===== src/rtl/spi_pkg.sv =====
// Shared types and constants for the SPI slave front end.
package spi_pkg;

    typedef enum logic [2:0] {
        IDLE,
        CHK_CMD,
        WRITE,
        READ_ADD,
        READ_DATA
    } state_e;

    localparam logic [1:0] CMD_WR_ADDR = 2'b00;
    localparam logic [1:0] CMD_WR_DATA = 2'b01;
    localparam logic [1:0] CMD_RD_ADDR = 2'b10;
    localparam logic [1:0] CMD_RD_DATA = 2'b11;

    localparam int unsigned FRAME_LEN = 10;

endpackage


===== src/rtl/spi_tx_serializer.sv =====
// Load-and-shift MISO driver: MSB on the load edge, remaining bits on the
// following edges, then 0 until the next load.
module spi_tx_serializer #(
    parameter int unsigned Width = 8
) (
    input  logic             clk,
    input  logic             rst_n,
    input  logic             i_load,
    input  logic             i_clr,
    input  logic [Width-1:0] i_data,
    output logic             o_miso,
    output logic             o_busy
);
    localparam int unsigned CntW = (Width > 1) ? $clog2(Width) : 1;

    logic [Width-1:0] r_shift;
    logic [CntW-1:0]  r_cnt;
    logic             r_miso;
    logic             r_busy;

    always_ff @(posedge clk or negedge rst_n) begin
        if (!rst_n) begin
            r_shift <= '0;
            r_cnt   <= '0;
            r_miso  <= 1'b0;
            r_busy  <= 1'b0;
        end else if (i_clr) begin
            r_shift <= '0;
            r_cnt   <= '0;
            r_miso  <= 1'b0;
            r_busy  <= 1'b0;
        end else if (i_load && !r_busy) begin
            r_shift <= {i_data[Width-2:0], 1'b0};
            r_miso  <= i_data[Width-1];
            r_cnt   <= CntW'(Width - 1);
            r_busy  <= 1'b1;
        end else if (r_busy) begin
            if (r_cnt == '0) begin
                r_miso <= 1'b0;
                r_busy <= 1'b0;
            end else begin
                r_miso  <= r_shift[Width-1];
                r_shift <= {r_shift[Width-2:0], 1'b0};
                r_cnt   <= r_cnt - CntW'(1);
            end
        end
    end

    assign o_miso = r_miso;
    assign o_busy = r_busy;

endmodule


===== src/rtl/spi_slave.sv =====
// SPI slave front end: deserialises MOSI frames for the RAM and serialises
// RAM read data back on MISO.
module spi_slave
    import spi_pkg::*;
#(
    parameter int unsigned ADDR_SIZE = 8
) (
    input  logic                 clk,
    input  logic                 rst_n,
    input  logic                 SS_n,
    input  logic                 MOSI,
    output logic                 MISO,
    output logic [ADDR_SIZE+1:0] rx_data,
    output logic                 rx_valid,
    input  logic [ADDR_SIZE-1:0] tx_data,
    input  logic                 tx_valid
);
    localparam int unsigned FrameW = ADDR_SIZE + 2;
    localparam int unsigned CntW   = $clog2(FrameW + 1);
    localparam logic [CntW-1:0] CntLast = CntW'(FrameW - 1);
    localparam logic [CntW-1:0] CntDone = CntW'(FrameW);

    state_e            r_state;
    logic [FrameW-2:0] r_shift;
    logic [CntW-1:0]   r_cnt;
    logic              r_rd_addr_seen;
    logic              r_wait_tx;
    logic [FrameW-1:0] r_rx_data;
    logic              r_rx_valid;
    logic              w_tx_load;
    logic              w_tx_busy;
    logic              w_miso;

    // Only the first tx_valid after a READ_DATA frame starts a shift-out.
    assign w_tx_load = (r_state == READ_DATA) && r_wait_tx && tx_valid && !SS_n && !w_tx_busy;

    always_ff @(posedge clk or negedge rst_n) begin
        if (!rst_n) begin
            r_state        <= IDLE;
            r_shift        <= '0;
            r_cnt          <= '0;
            r_rd_addr_seen <= 1'b0;
            r_wait_tx      <= 1'b0;
            r_rx_data      <= '0;
            r_rx_valid     <= 1'b0;
        end else begin
            r_rx_valid <= 1'b0;
            if (w_tx_load) begin
                r_wait_tx <= 1'b0;
            end
            if (SS_n) begin
                r_state   <= IDLE;
                r_cnt     <= '0;
                r_wait_tx <= 1'b0;
            end else begin
                unique case (r_state)
                    IDLE: r_state <= CHK_CMD;
                    CHK_CMD: begin
                        r_shift <= {r_shift[FrameW-3:0], MOSI};
                        r_cnt   <= CntW'(1);
                        if (!MOSI) begin
                            r_state <= WRITE;
                        end else if (r_rd_addr_seen) begin
                            r_state <= READ_DATA;
                        end else begin
                            r_state <= READ_ADD;
                        end
                    end
                    WRITE, READ_ADD, READ_DATA: begin
                        // Counter parks at CntDone so trailing bits are dropped.
                        if (r_cnt < CntDone) begin
                            r_shift <= {r_shift[FrameW-3:0], MOSI};
                            r_cnt   <= r_cnt + CntW'(1);
                            if (r_cnt == CntLast) begin
                                r_rx_data  <= {r_shift, MOSI};
                                r_rx_valid <= 1'b1;
                                if (r_state == READ_ADD) begin
                                    r_rd_addr_seen <= 1'b1;
                                end
                                if (r_state == READ_DATA) begin
                                    r_rd_addr_seen <= 1'b0;
                                    r_wait_tx      <= 1'b1;
                                end
                            end
                        end
                    end
                    default: r_state <= IDLE;
                endcase
            end
        end
    end

    spi_tx_serializer #(
        .Width (ADDR_SIZE)
    ) u_tx (
        .clk    (clk),
        .rst_n  (rst_n),
        .i_load (w_tx_load),
        .i_clr  (SS_n),
        .i_data (tx_data),
        .o_miso (w_miso),
        .o_busy (w_tx_busy)
    );

    assign MISO     = w_miso;
    assign rx_data  = r_rx_data;
    assign rx_valid = r_rx_valid;

endmodule


===== config.mk =====
export PLATFORM = sky130hd
export DESIGN_NAME = spi_slave
export DESIGN_NICKNAME = d
export VERILOG_FILES = /design/src/rtl/spi_pkg.sv /design/src/rtl/spi_tx_serializer.sv /design/src/rtl/spi_slave.sv
export SDC_FILE = /design/constraint.sdc
export NUM_CORES = 1
export LEC_CHECK = 0
export ABC_CLOCK_PERIOD_IN_PS = 4920
export BUFFER_PORTS_ARGS = -buffer_cell sky130_fd_sc_hd__buf_2
export CORE_ASPECT_RATIO = 2
export CORE_UTILIZATION = 40
export CTS_CLUSTER_DIAMETER = 60
export DETAILED_ROUTE_END_ITERATION = 10
export HOLD_SLACK_MARGIN = 0.1
export SYNTH_ARGS = -nofsm -noshare
export SYNTH_HDL_FRONTEND = slang
export SYNTH_SLANG_ARGS = --single-unit

===== constraint.sdc =====
create_clock -name clk -period 4.92 [get_ports clk]
set_input_delay 0.492 -clock clk [delete_from_list [all_inputs] [get_ports clk]]
set_output_delay 0.492 -clock clk [all_outputs]
set_load 0.05 [all_outputs]

==> metrics.yaml <==
status:
  status: "finished clean"
synth:
  ys_warn_count: 0
  syn-num-nets: 180
  synth-seq-area-share_pct: 53.39
  synth_seq_cells: 41
  synth_area_um2: 1922
  synth_cell_types: 39
  syn_avg_cell_area_um2: 11.79
  netlist_instances: 163
timing:
  tns_ns: 0
  worst_pin_slew_ns: 0.9036
  grt_setup_unrepaired: "false"
  fmax_mhz: 463.6
  min_period_ns: 2.157
  slew_headroom_pct: 39.76
  finalHoldViolations: 0
  drv_slew: 0
  post-route-period-util_pct: 43.85
  setup_viol_count_final: 0
  finClkSkew_ns: 0.007253
hold_path:
  hp-class: "in2async"
critical_path:
  cp-start-kind: "register"
  r2r_slack_ns: 2.76
  critical-path-max-stage-delay_ns: 0.71
  reg2reg_depth: 4
  crit_path_cell_trace: "nor3b_4 > nor2_2 > nor3b_2 > mux2_2"
  rr_startpoint: "r_state[2]"
  crit_path_end_kind: "register"
  critPathArrivalTime_ns: 2.34
  cp_slowest_cell: "nor3b_2"
  critPathKind: "reg2reg"
  critPathMaxFanout: 11
  cp.required_ns: 5.10
  r2r-end: "rx_data[7]"
clock_network:
  insertion_delay_ns: 0.30
  cts-hold-fix-buffers: 0
  cts-root-buf: "clkbuf_8"
  cts_buffer_depth: 2
  numClockSinks: 41
  cts_tree: "done"
  clk_pin_slew_ns: 0.08
  cts.htree.levels: 2
  post_cts.repair.setup_buffers: 0
  post_cts_resized: 0
  cts_buffers: 5
final_layout:
  final_cell_mix: "dfrtp_1 (41), buf_2 (24), nand2_1 (14), o21ai_0 (14), mux2_2 (10)"
  final_nets: 204
  area_growth_pct: 13.54
  final_common_cell: "dfrtp_1"
  drive_gt1_share_pct: 28.72
  diodes: 0
global_route:
  antenna_found_initial: 0
  grt_usage_pct: 16.26
  grt_pass1_vias: 1325
  grt_pass1_wl_um: 6175
  overflow: 0
  grt_max_degree: 42
die:
  core-area_um2: 4598
  chipHeight_um: 100.0
  fp-row-count: 35
  floorplan.initialDensity_pct: 41.80
  die_x_um: 51.02
  dieArea_um2: 5103
  ioPinCount: 25
routing:
  vias: 1275
  drtIter0Drc: 23
  drc: 0
  avgViaCountPerCell: 5.247
  totalWireLength_um: 3636
  wl_per_cell_um: 14.96
  drtPass1Iterations: 4
  ant_nets: 0
place:
  portBuffers: 24
  finalWeightedCongestion: 0.7493
  dp_hpwl_um: 2618
pwr:
  power_density_nw_per_um2: 375.1
  power_mw: 0.8186
  ir_worst_vdd_uv: 295.3
  p_leak_nw: 1.104
run:
  max_cap_viol_count: 0
==> cells in the mapped netlist <==
master,number,area share [%]
mux2i_1,6,3.1
ha_1,4,2.6
nor3b_4,1,0.98
a21o_1,1,0.39
a22oi_1,2,0.78
xor2_1,1,0.46
nand4_1,1,0.33
nor2b_1,5,1.6
nor3b_2,1,0.65
maj3_1,1,0.52
nand4b_1,2,0.91
inv_1,7,1.4
a31oi_1,1,0.33
o21a_1,1,0.39
o21ai_0,14,3.6
mux2_4,9,7.0
dfrtp_1,41,53
a311oi_1,1,0.46
a21oi_1,5,1.3
nand3_1,1,0.26
o41ai_1,1,0.46
nand2b_1,2,0.65
buf_4,2,0.78
nor2_2,1,0.33
o31a_1,1,0.46
or3_1,1,0.33
buf_6,2,1.2
or4_1,1,0.39
mux2_2,10,5.9
and4_1,1,0.46
xnor2_1,1,0.46
nor2_1,8,1.6
and3_1,2,0.65
o22ai_1,1,0.33
clkbuf_1,3,0.59
nor3_1,5,1.3
o211ai_1,1,0.39
mux2_1,1,0.59
nand2_1,14,2.7
==> kinds of logic after synthesis <==
family	Yosys count	share of synthesized area [%]
buffers and inverters	14	3.906
adder cells (fa/ha/maj)	5	3.125
flip-flops	41	53.39
AO/OA/AOI/OAI	29	8.920
multiplexers	26	16.60
AND/OR/NAND/NOR	46	13.15
XOR/XNOR	2	0.9116
==> routing by layer <==
metal / up-vias / wire length [um] / track usage (%)
met5: - / 0 / 0
met1: 623 / 1368 / 16.62
met3: 8 / 103 / 3.636
met2: 27 / 2068 / 29.66
li1: 617 / - / -
met4: 0 / 95 / 8.120
==> registers in the layout (all words and copies together) (netlist names), 3 cells and up <==
| name | cells |
|---|---|
| r_shift | 9 |
| u_tx.r_cnt | 3 |
| u_tx.r_shift | 7 |
| r_state | 3 |
| r_cnt | 4 |
| rx_data | 10 |
==> power breakdown <==
part | total [mW] | internal [mW] | switching [mW]
Clock | 0.282 | 0.165 | 0.118
Sequential | 0.417 | 0.378 | 0.0388
Combinational | 0.119 | 0.0746 | 0.0444
==> through the flow <==
step	hold WS [ns]	cells	util [%]	setup slack, ns	instance area (um2)
after floorplan	0.1964	163	-	3.264	1922
after global placement	0.4880	235	44.84	2.862	2062
after CTS	0.3532	243	47.46	2.734	2182
after global routing	0.4017	243	47.46	2.551	2182
final	0.3212	243	47.46	2.763	2182
after detailed placement	0.4894	235	44.84	2.749	2062
==> how the worst max path moves through the flow <==
stage	from	to	slack [ns]
2_1_floorplan	r_state[0]	r_shift[0]	3.26
3_3_place_gp	r_state[2]	rx_data[7]	2.86
3_5_place_dp	r_state[2]	rx_data[3]	2.75
4_1_cts	r_state[2]	rx_data[3]	2.73
5_1_grt	r_state[2]	rx_data[3]	2.55
6_report	r_state[2]	rx_data[7]	2.76
==> cell type report <==
class                           instances  area (um2)
Tap cell                               55       68.82
Fill cell                             443        2416
Inverter                                7       26.28
Clock inverter                          2       37.54
Sequential cell                        41        1026
Clock buffer                            6       82.58
Timing Repair Buffer                   24       120.1
Multi-Input combinational cell        108       820.8
==> critical path: cells and delay by family, from the launching register on <==
kind,cells,cell delay [ns]
muxes,1,0.41
and+or+nand+nor,3,1.14
DFF,1,0.49
Power figures use the tool's default switching activity.
